===== config.mk =====
export PLATFORM = sky130hd
export DESIGN_NAME = mem_request_master
export DESIGN_NICKNAME = d
export VERILOG_FILES = /design/src/rtl/mem_request_master.sv
export SDC_FILE = /design/constraint.sdc
export NUM_CORES = 1
export LEC_CHECK = 0
export ABC_AREA = 0
export BUFFER_PORTS_ARGS = -buffer_cell sky130_fd_sc_hd__clkbuf_2
export CORE_UTILIZATION = 40
export DETAILED_ROUTE_END_ITERATION = 12
export PLACE_DENSITY_LB_ADDON = 0.25
export SLEW_MARGIN = 15
export SYNTH_ARGS = -nofsm -noshare
export SYNTH_HDL_FRONTEND = slang
export SYNTH_SLANG_ARGS = --single-unit

===== constraint.sdc =====
create_clock -name clk -period 1.3 [get_ports clk]
set_input_delay 0.13 -clock clk [delete_from_list [all_inputs] [get_ports clk]]
set_output_delay 0.13 -clock clk [all_outputs]
set_load 0.02 [all_outputs]

===== src/rtl/mem_request_master.sv =====
// mem_request_master: issues one fetch/load/store to Main_Memory, holds the strobes until Done,
// then reports completion with a one-cycle pulse. Define MEM_TIMEOUT_EN to abort stalled accesses.
module mem_request_master #(
    parameter int unsigned ADDR_W         = 13,
    parameter int unsigned DATA_W         = 13,
    parameter int unsigned TIMEOUT_CYCLES = 16
) (
    input  logic              clk,
    input  logic              reset,
    input  logic              req_valid,
    output logic              req_ready,
    input  logic              req_write,
    input  logic              req_instr,
    input  logic [ADDR_W-1:0] req_addr,
    input  logic [DATA_W-1:0] req_wdata,
    output logic              rsp_valid,
    output logic [DATA_W-1:0] rsp_rdata,
    output logic              rsp_err,
    output logic              busy,
    output logic [ADDR_W-1:0] mem_address,
    output logic [DATA_W-1:0] mem_dataIn,
    output logic              mem_write,
    output logic              mem_read,
    output logic              mem_instruction,
    input  logic [DATA_W-1:0] mem_dataOut,
    input  logic              mem_Done
);

    if (TIMEOUT_CYCLES == 0) begin : g_bad_timeout
        $error("TIMEOUT_CYCLES must be at least 1");
    end

    typedef enum logic [1:0] {StIdle, StAccess, StResp} state_e;

    state_e              state_q, state_d;
    logic                req_ready_q, req_ready_d;
    logic                busy_q, busy_d;
    logic                rsp_valid_q, rsp_valid_d;
    logic [DATA_W-1:0]   rsp_rdata_q, rsp_rdata_d;
    logic [ADDR_W-1:0]   addr_q, addr_d;
    logic [DATA_W-1:0]   din_q, din_d;
    logic                wr_q, wr_d;
    logic                rd_q, rd_d;
    logic                instr_q, instr_d;

`ifdef MEM_TIMEOUT_EN
    localparam int unsigned CntW = (TIMEOUT_CYCLES > 1) ? $clog2(TIMEOUT_CYCLES) : 1;

    logic [CntW-1:0] cnt_q, cnt_d;
    logic            rsp_err_q, rsp_err_d;
    logic            timeout;

    // cnt_q counts ACCESS cycles already spent without Done
    assign timeout = (cnt_q == CntW'(TIMEOUT_CYCLES - 1));
`endif

    always_comb begin
        state_d     = state_q;
        req_ready_d = req_ready_q;
        busy_d      = busy_q;
        rsp_valid_d = 1'b0;
        rsp_rdata_d = rsp_rdata_q;
        addr_d      = addr_q;
        din_d       = din_q;
        wr_d        = wr_q;
        rd_d        = rd_q;
        instr_d     = instr_q;
`ifdef MEM_TIMEOUT_EN
        cnt_d       = cnt_q;
        rsp_err_d   = 1'b0;
`endif
        case (state_q)
            StIdle: begin
                if (req_valid) begin
                    state_d     = StAccess;
                    req_ready_d = 1'b0;
                    busy_d      = 1'b1;
                    addr_d      = req_addr;
                    din_d       = req_wdata;
                    // a fetch is always a read, even if req_write is set
                    wr_d        = req_write & ~req_instr;
                    rd_d        = ~(req_write & ~req_instr);
                    instr_d     = req_instr;
`ifdef MEM_TIMEOUT_EN
                    cnt_d       = '0;
`endif
                end
            end
            StAccess: begin
                if (mem_Done) begin
                    state_d     = StResp;
                    rsp_valid_d = 1'b1;
                    wr_d        = 1'b0;
                    rd_d        = 1'b0;
                    instr_d     = 1'b0;
                    if (rd_q) begin
                        rsp_rdata_d = mem_dataOut;
                    end
                end
`ifdef MEM_TIMEOUT_EN
                else if (timeout) begin
                    state_d     = StResp;
                    rsp_valid_d = 1'b1;
                    rsp_err_d   = 1'b1;
                    rsp_rdata_d = '0;
                    wr_d        = 1'b0;
                    rd_d        = 1'b0;
                    instr_d     = 1'b0;
                end else begin
                    cnt_d = cnt_q + CntW'(1);
                end
`endif
            end
            StResp: begin
                state_d     = StIdle;
                req_ready_d = 1'b1;
                busy_d      = 1'b0;
            end
            default: begin
                state_d     = StIdle;
                req_ready_d = 1'b1;
                busy_d      = 1'b0;
                wr_d        = 1'b0;
                rd_d        = 1'b0;
                instr_d     = 1'b0;
            end
        endcase
    end

    always_ff @(posedge clk) begin
        if (reset) begin
            state_q     <= StIdle;
            req_ready_q <= 1'b1;
            busy_q      <= 1'b0;
            rsp_valid_q <= 1'b0;
            rsp_rdata_q <= '0;
            addr_q      <= '0;
            din_q       <= '0;
            wr_q        <= 1'b0;
            rd_q        <= 1'b0;
            instr_q     <= 1'b0;
`ifdef MEM_TIMEOUT_EN
            cnt_q       <= '0;
            rsp_err_q   <= 1'b0;
`endif
        end else begin
            state_q     <= state_d;
            req_ready_q <= req_ready_d;
            busy_q      <= busy_d;
            rsp_valid_q <= rsp_valid_d;
            rsp_rdata_q <= rsp_rdata_d;
            addr_q      <= addr_d;
            din_q       <= din_d;
            wr_q        <= wr_d;
            rd_q        <= rd_d;
            instr_q     <= instr_d;
`ifdef MEM_TIMEOUT_EN
            cnt_q       <= cnt_d;
            rsp_err_q   <= rsp_err_d;
`endif
        end
    end

    assign req_ready       = req_ready_q;
    assign busy            = busy_q;
    assign rsp_valid       = rsp_valid_q;
    assign rsp_rdata       = rsp_rdata_q;
    assign mem_address     = addr_q;
    assign mem_dataIn      = din_q;
    assign mem_write       = wr_q;
    assign mem_read        = rd_q;
    assign mem_instruction = instr_q;
`ifdef MEM_TIMEOUT_EN
    assign rsp_err         = rsp_err_q;
`else
    assign rsp_err         = 1'b0;
`endif

endmodule


# Word level (Yosys, flattened, before mapping)
# Cells that the tools add are included.
# op_classes
eq_ne,4
mux,15
bitwise_logic,5
reduce_logical,7
# ops
operator,count
1-bit one-hot mux with 3 select lines,3
1-bit two-way mux,7
2-bit AND reduction,3
3-bit AND reduction,2
2-bit two-way mux,2
2-bit inequality test (second input constant),2
1-bit NOT,4
1-bit one-hot mux with 2 select lines,2
2-bit one-hot mux with 2 select lines,1
2-bit by 1-bit == test with 1-bit output (second input constant),1
2-bit == test (second input constant),1
2-bit logical NOT,1
2-bit OR reduction,1
1-bit bitwise AND,1
# word_totals
register_bits,47
inputBits,45

# Logic depth before layout (Yosys ltp)
# Gate-level depths: netlist of the first run.
# depth
word_depth,5
mapped_depth,5
depth_no_buf,3

# Worst setup path after synthesis of the first run
# OpenSTA, ideal clock, no wires.
# synth_path
path_kind,register to register
from,reg state_q[1]
to,reg addr_q[12] (netlist: mem_address[12])
setup_time_ns,0.132
arrival_ns,1.089
required_ns,1.168
setup_slack_ns,0.079
stages_incl_launch_ff,6
synth_period_minus_slack_ns,1.221
cell_sequence,dfxtp_1 or3b_1 buf_2 buf_2 nand2_1 a21oi_1
# synth_between
elab_chain_len,2
# synth_lines
element,line_no,text
"start, declared",35,"state_e state_q, state_d;"
"start signal, assigned",132,state_q <= StIdle;
"start signal, assigned",147,state_q <= state_d;
2-bit logical NOT,72,case (state_q)
2-bit AND reduction (no line),n/a,
"end signal, assigned",152,addr_q <= addr_d;
"end, declared",40,"logic [ADDR_W-1:0] addr_q, addr_d;"
# No other way between the ends.
# A chain may end at the register's enable or synchronous reset.

# Worst setup path in the final report of the first run
# layout_path
from,reg state_q[0]
to,reg din_q[3] (netlist: mem_dataIn[3])
# layout_between
elab_chain_len,2
# layout_lines
element,line_no,text
2-bit logical NOT,72,
2-bit AND reduction (no line),n/a,
"end signal, assigned",153,din_q <= din_d;
"end, declared",41,"logic [DATA_W-1:0] din_q, din_d;"
# No other way between the ends.

==> flow_summary.yaml, run 1 <==
run_status:
  outcome: "complete, no violations"
placed_design:
  place_inst: 341
  hpwl_mm: 2.75
  place_area_um2: 2240
  portBuffers: 89
  gp_congestion: 0.752
pwr:
  ir_drop_v: 0.000850
  power_density_nw_per_um2: 1200
  power.leakage_nw: 1.10
sta:
  hold_viol: 0
  maxSlewViolCount: 0
  setup_tns_ps: 0
  finalCritPeriodShare_pct: 94.8
  clock_skew_ps: 3.40
  setup_violations: 0
  period_needed_ps: 1230
  max_freq_ghz: 0.812
  whs_ps: 47.0
synthesis:
  synthTopCellsByArea: "dfxtp_1 (55%), nand2_1 (18%), a21oi_1 (11%), buf_6 (2.0%), buf_2 (1.5%)"
  syn_area_um2: 1720
  yosysWarnings: 0
  synth_area_per_cell_um2: 8.23
  yosysSeqAreaShare_pct: 54.7
  ys_ff_latch: 47
  synth_top_area_cell: "dfxtp_1"
  synth_cell_types: 24
  syn_nets: 254
  synth_top_area_share_pct: 54.7
  syn_inst: 209
critical_path:
  crit_start: "state_q[0]"
  cp_max_fo: 12
  crit_path_max_incr_delay_ps: 350
  worstSetupEndpointType: "flop"
  worstPathCellList: "buf_4, nor3b_4, buf_6, clkbuf_16, nand2_1, a21oi_1"
  startpoint_type: "flop"
  r2r_start: "state_q[0]"
  path_delay_family: "buffers and inverters"
  required_ps: 1530
  worstPathArrival_ps: 1460
  critical_path_class: "reg -> reg"
  crit_buf_inv: 3
  r2r_slack_ps: 70
  cp_slowest_cell: "dfxtp_2"
route:
  finalWirelength_mm: 4.06
  num_vias: 1655
  vias_per_cell: 4.70
  drtAntennaViolNets: 0
  drtPass1Iterations: 4
  wire_per_inst_um: 11.5
  remaining_drc_errors: 0
  drt_iter0_markers: 104
clock_tree:
  clock-sinks: 47
  clockBufferDepth: 2
  cts-htree-levels: 2
  clock_latency_ps: 290
  cts_tree: "done"
  cts-root-buf: "clkbuf_8"
  clkTransAtPathRegs_ps: 80
  numCtsBuffers: 5
global_routing:
  grt_max_degree: 30
  grt_pass1_vias: 1334
  antenna_found_initial: 0
  grt_overflow: 0
  grtUsageTotal_pct: 17.4
  grt_pass1_wl_mm: 5.93
final_layout:
  register_area_um2: 942
  layout.cells.non_filler: 352
  postLayoutCoreUtil_pct: 59.2
  multi_input_comb_area_um2: 691
  fin_area_um2: 2400
  n_antenna_cell: 0
  final.fill_count: 398
  drive_above_1_share_pct: 37.1
  layout.nets: 346
  area_growth_pct: 39.7
job:
  maxCapViolations: 0
die:
  io_pins: 91
  core_area_um2: 4060
  start_util_pct: 42.4
  row_count: 23
  fp.dieW_um: 67.6
  die_height_um: 67.6
  dieArea_um2: 4560
worst_hold_path:
  hp-class: "in -> reg"
  min_from: "req_addr[0]"
## flip-flops by register name, indices dropped and copies added, names as in the netlist
name,count
mem_address,13
mem_dataIn,13
rsp_rdata,13
state_q,2
busy,1
mem_instruction,1
mem_read,1
mem_write,1
req_ready,1
rsp_valid,1
## cell type report
cell class	instances	area share (%)
Clock buffer	7	3.18
Clock inverter	1	0.208
Inverter	2	0.313
Multi-Input combinational cell	145	28.8
Sequential cell	47	39.2
Tap cell	50	2.61
Timing Repair Buffer	100	25.7
## synth_stat cells
library cell / n
nor3b_4: 1
a21oi_1: 39
buf_2: 5
buf_4: 2
nand3b_1: 2
a21o_1: 1
a211o_1: 1
conb_1: 1
a31oi_1: 2
a221oi_1: 1
or3b_2: 1
nor3_1: 2
nand2_1: 81
or3b_1: 1
inv_1: 2
and4b_1: 1
buf_6: 3
dfxtp_1: 47
clkbuf_1: 5
a211oi_1: 2
nand3_1: 2
nand4b_1: 1
nor2_1: 2
nand2b_1: 4
## kinds of logic (layout without fill, tap and decap cells)
group | Yosys count | in the layout | share of synthesized area, %
buffers and inverters | 17 | 110 | 5.82
AND/OR/NAND/NOR | 98 | 98 | 24.8
flip-flops | 47 | 47 | 54.7
AO/OA/AOI/OAI | 46 | 46 | 14.4
other | 1 | 1 | 0.218
## what timing repair did
action,CTS,global route
resized for setup,0,5
hold buffers,0,0
setup endpoints to repair,0,15
setup buffers,0,1
## tightest hold or removal path, cell delays in order
cell and delay (ps):
clkbuf_2 80, nand2_1 40, a21oi_1 50
## per-stage QoR
stage | worst slack [ps] | power [mW]
CTS | 33.4 | 2.87
floorplan | 79.2 | 1.85
global route | -3.05 | 3.03
detailed placement | 56.6 | 2.04
finish | 68.1 | 2.88
global placement | 93.9 | 2.03
## cells in the final DEF (no fill, tap or decap), types with 4 or more instances in the layout
cell,n
clkbuf_2,89
nand2_1,81
dfxtp_1,46
a21oi_1,38
clkbuf_8,5
nand2b_1,4
buf_4,4
buf_12,4
## path summary, 6_finish.rpt
path | endpoint | cells past startpoint
min reg2reg | rsp_rdata[1] | 2
max | mem_dataIn[3] | 6
min | mem_address[0] | 3
max reg2reg | mem_dataIn[3] | 6
## report_power, final
part	switching (mW)	total (mW)	internal, mW
combinational	0.275	0.494	0.219
sequential	0.0398	1.55	1.51
clock	0.455	0.833	0.378
total	0.770	2.88	2.11
## routing by layer
metal / global-route usage, % / up-vias / part of all wire [%]
met5: 0 / - / 0
met4: 6.38 / 0 / 1.4
met3: 5.57 / 5 / 5.6
met2: 30.6 / 45 / 49
met1: 19.3 / 743 / 44
li1: - / 862 / -
No activity file was read; power rests on OpenSTA's default activity.
==> run 2: changes to the inputs <==
- REMOVE_ABC_BUFFERS: default -> 1
==> run 2 against run 1 <==
- die area unchanged
- critical path depth down 2
- core utilization decreased by 1.3 points
- maximum frequency up 1.6%
- global-route usage down 0.74 points
- hold slack about the same
- via count is 0.30% higher
- critical path type unchanged
==> flow_summary.yaml, run 2 (synthesis gave the netlist of run 1 again) <==
run_status:
  outcome: "complete, no violations"
global_routing:
  grtUsageTotal_pct: 16.7
  antenna_found_initial: 0
  grt_pass1_vias: 1281
  grt_pass1_wl_mm: 5.69
  grt_max_degree: 27
  grt_overflow: 0
sta:
  clock_skew_ps: 2.57
  rsz0062_at_grt: "no"
  finalCritPeriodShare_pct: 93.3
  layout_setup_ws_ps: 87.7
  period_needed_ps: 1210
  setup_tns_ps: 0
  maxSlewViolCount: 0
  hold_viol: 0
  max_freq_ghz: 0.825
  whs_ps: 47.3
  setup_violations: 0
clock_tree:
  cts_tree: "done"
  cts_setup_buffers: 0
  clkTransAtPathRegs_ps: 80
  clock-sinks: 47
  clockBufferDepth: 2
  clock_latency_ps: 290
  numCtsBuffers: 5
  cts-root-buf: "clkbuf_8"
  cts-htree-levels: 2
die:
  fp.dieW_um: 67.6
  row_count: 23
  die_height_um: 67.6
  dieArea_um2: 4560
  start_util_pct: 42.4
  core_area_um2: 4060
  io_pins: 91
critical_path:
  worstPathArrival_ps: 1390
  cp_max_fo: 26
  r2r_slack_ps: 90
  critical_path_class: "reg -> reg"
  required_ps: 1480
  crit_buf_inv: 1
  path_delay_family: "simple AND/OR/NAND/NOR gates"
  worstPathCellList: "or3b_1, buf_12, nand2_1, a21oi_1"
  startpoint_type: "flop"
  timing.rr.end: "mem_address[4]"
  crit_path_max_incr_delay_ps: 420
  r2r_start: "state_q[0]"
  worstSetupEndpointType: "flop"
  cp_slowest_cell: "or3b_1"
  rr_worst_depth: 4
placed_design:
  place_ws_ps: 46.4
  place_area_um2: 2240
  place_inst: 341
  gp_congestion: 0.764
  portBuffers: 89
  hpwl_mm: 2.76
final_layout:
  multi_input_comb_area_um2: 678
  layout.cells.non_filler: 348
  mostFrequentLayoutCells: "clkbuf_2 (89), nand2_1 (81), dfxtp_1 (45), a21oi_1 (39), clkbuf_8 (5)"
  area_growth_pct: 36.7
  final_common_cell: "clkbuf_2"
  n_antenna_cell: 0
  final.fill_count: 385
  register_area_um2: 943
  drive_above_1_share_pct: 35.9
  fin_area_um2: 2350
  layout.nets: 343
  postLayoutCoreUtil_pct: 57.9
pwr:
  power_density_nw_per_um2: 1280
  power.leakage_nw: 1.08
  ir_drop_v: 0.000765
  finalPower_mw: 3.01
route:
  remaining_drc_errors: 0
  wire_per_inst_um: 10.9
  num_vias: 1660
  drtPass1Iterations: 4
  drt_iter0_markers: 137
  drtAntennaViolNets: 0
  finalWirelength_mm: 3.78
  vias_per_cell: 4.77
worst_hold_path:
  holdPathEnd: "mem_dataIn[8]"
  min_from: "req_wdata[8]"
  hp-class: "in -> reg"
  hold_path_depth: 3
job:
  maxCapViolations: 0
run 2: worst max path at each step:
| stage | start | endpoint | cells after the start |
|---|---|---|---|
| global route | state_q[0] | mem_instruction | 3 |
| floorplan | state_q[0] | mem_address[0] | 3 |
| CTS | state_q[0] | mem_instruction | 3 |
| detailed placement | state_q[0] | mem_instruction | 3 |
| finish | state_q[0] | mem_address[4] | 4 |
| global placement | state_q[1] | mem_dataIn[6] | 4 |
run 2: tightest hold or removal path, cell delays in order:
cell and delay [ps]:
clkbuf_2 80, nand2_1 40, a21oi_1 50
run 2: area by class of cell:
type                            count  area share (%)
Clock buffer                        6            3.09
Multi-Input combinational cell    145            28.9
Sequential cell                    47            40.1
Inverter                            2           0.319
Clock inverter                      1            1.28
Tap cell                           50            2.66
Timing Repair Buffer               97            23.6
run 2: power by group:
part           switching, mW  internal [mW]
clock                  0.449          0.564
combinational          0.259          0.187
sequential            0.0431           1.51
total                  0.751           2.26
run 2: layer usage:
metal  track usage (%)  share of wire (%)  wire length [µm]
met5                 0                  0                 0
met2              25.4                 48              1820
met1              21.4                 45              1690
met4              7.45                1.5                55
met3              5.07                5.8               219
run 2: repair_timing:
action,in CTS,in global routing
endpoints found under the hold margin,0,0
hold buffers,0,0
gates resized for setup,0,2
setup endpoints to repair,0,9
==> run 3: changes to the inputs <==
- PLACE_DENSITY: default -> 0.83
- PLACE_DENSITY_LB_ADDON: 0.25 -> default
==> run 3 against run 2 <==
- count of clock-buffer cells in the layout increased by 2
- via count increased by 1.7%
- sequential power about the same
- non-clock buffer count increased by 6
- sequential cell count unchanged
- worst setup slack got worse by 26 ps
- final cell count increased by 2.0%
- clock power decreased by 8%
- critical path type unchanged
- largest power group unchanged
==> flow_summary.yaml, run 3 (synthesis gave the netlist of run 1 again) <==
die:
  die_height_um: 67.6
  start_util_pct: 42.4
  fp.dieW_um: 67.6
  row_count: 23
  dieArea_um2: 4560
  io_pins: 91
  core_area_um2: 4060
pwr:
  finalPower_mw: 2.94
  ir_drop_v: 0.000630
  power_density_nw_per_um2: 1240
  power.leakage_nw: 1.10
critical_path:
  crit_path_max_incr_delay_ps: 350
  worstPathArrival_ps: 1450
  path_delay_family: "buffers and inverters"
  worstSetupEndpointType: "flop"
  critical_path_class: "reg -> reg"
  r2r_start: "state_q[0]"
  crit_start: "state_q[0]"
  crit_buf_inv: 3
  cp_slowest_cell: "dfxtp_2"
  startpoint_type: "flop"
  cp_max_fo: 7
  worstPathCellList: "buf_4, nor3b_4, buf_6, clkbuf_4, nand2_1, a21oi_1"
  required_ps: 1520
sta:
  max_freq_ghz: 0.808
  layout_setup_ws_ps: 61.7
  finalCritPeriodShare_pct: 95.3
  rsz0062_at_grt: "no"
  setup_violations: 0
  maxSlewViolCount: 0
  clock_skew_ps: 5.19
  period_needed_ps: 1240
  hold_viol: 0
clock_tree:
  numCtsBuffers: 5
  clockBufferDepth: 2
  ctsHoldBuffers: 0
  cts_tree: "done"
  clock_latency_ps: 290
  clkTransAtPathRegs_ps: 80
  clock-sinks: 47
  cts-root-buf: "clkbuf_8"
  cts-htree-levels: 2
route:
  wire_per_inst_um: 10.9
  finalWirelength_mm: 3.87
  num_vias: 1688
  remaining_drc_errors: 0
  vias_per_cell: 4.75
  drtPass1Iterations: 4
  drtAntennaViolNets: 0
  drt_iter0_markers: 83
run_status:
  outcome: "complete, no violations"
placed_design:
  place_ws_ps: 52.2
  place_inst: 344
  hpwl_mm: 2.83
  portBuffers: 89
  gp_congestion: 0.728
final_layout:
  layout.nets: 349
  mostFrequentLayoutCells: "clkbuf_2 (89), nand2_1 (81), dfxtp_1 (46), a21oi_1 (39), clkbuf_8 (7)"
  area_growth_pct: 38.4
  drive_above_1_share_pct: 37.0
  final_common_cell: "clkbuf_2"
  n_antenna_cell: 0
  layout.cells.non_filler: 355
worst_hold_path:
  hp-class: "in -> reg"
  min_from: "req_wdata[7]"
global_routing:
  antenna_found_initial: 0
  grt_pass1_wl_mm: 5.71
  grt_max_degree: 27
  grtUsageTotal_pct: 16.9
  grt_overflow: 0
  grt_pass1_vias: 1318
job:
  maxCapViolations: 0
run 3: cell count changes in the layout (fill, tap and decap cells not counted):
cell / previous run / this run
bufinv_16: 1 / 0
dfxtp_1: 45 / 46
buf_2: 0 / 1
clkbuf_4: 0 / 1
dfxtp_2: 2 / 1
buf_6: 0 / 4
buf_12: 4 / 2
clkbuf_8: 5 / 7
buf_4: 4 / 6
run 3: report_power, final:
part | leakage, nW | total, mW | internal, mW | switching [mW]
Combinational | 0.665 | 0.459 | 0.195 | 0.264
Sequential | 0.385 | 1.55 | 1.51 | 0.0426
Clock | 0.0515 | 0.926 | 0.485 | 0.441
run 3: layer usage:
layer  routed length (µm)  global-route usage, %  vias to the layer above
li1                     -                      -                      865
met1                 1680                   19.3                      759
met2                 1900                   28.7                       62
met3                  276                   6.42                        2
met4                   18                   5.59                        0
met5                    0                      0                        -
run 3: worst reg2reg max path, cell delays in order, from the launching register on:
cell      delay [ps]
dfxtp_2          350
buf_4            160
nor3b_4          170
buf_6            140
clkbuf_4         170
nand2_1           60
a21oi_1          110
run 3: worst paths after layout:
kind | endpoint | slack [ps] | depth (start not counted)
worst max register to register | mem_address[10] | 60 | 6
worst max-delay path | mem_address[10] | 60 | 6
worst min-delay path | mem_dataIn[7] | 60 | 3
worst min register to register | mem_dataIn[5] | 460 | 2
run 3: layout make-up:
type / count / area [µm²]
fillers: 385 / 1680
flip-flops and latches: 47 / 942
multi-input cells: 145 / 678
repair buffers: 103 / 588
clock buffers: 8 / 100
well taps: 50 / 62.6
inverters: 2 / 7.51
run 3: what timing repair did:
| action | 4_1_cts | 5_1_grt |
|---|---|---|
| gates resized for setup | 0 | 6 |
| setup buffers | 0 | 1 |
| endpoints found under the hold margin | 0 | 0 |
| endpoints found under the setup margin | 0 | 16 |
run 3: through the flow:
step / hold WS (ps) / area [µm²] / util (%) / TNS [ps]
after floorplan: 199 / 1630 / - / -1590
after global placement: 355 / 2240 / 55.3 / 0
after detailed placement: 359 / 2240 / 55.3 / 0
after CTS: 44.6 / 2340 / 57.7 / 0
after global routing: 33.0 / 2380 / 58.6 / 0
final: 56.6 / 2380 / 58.6 / 0
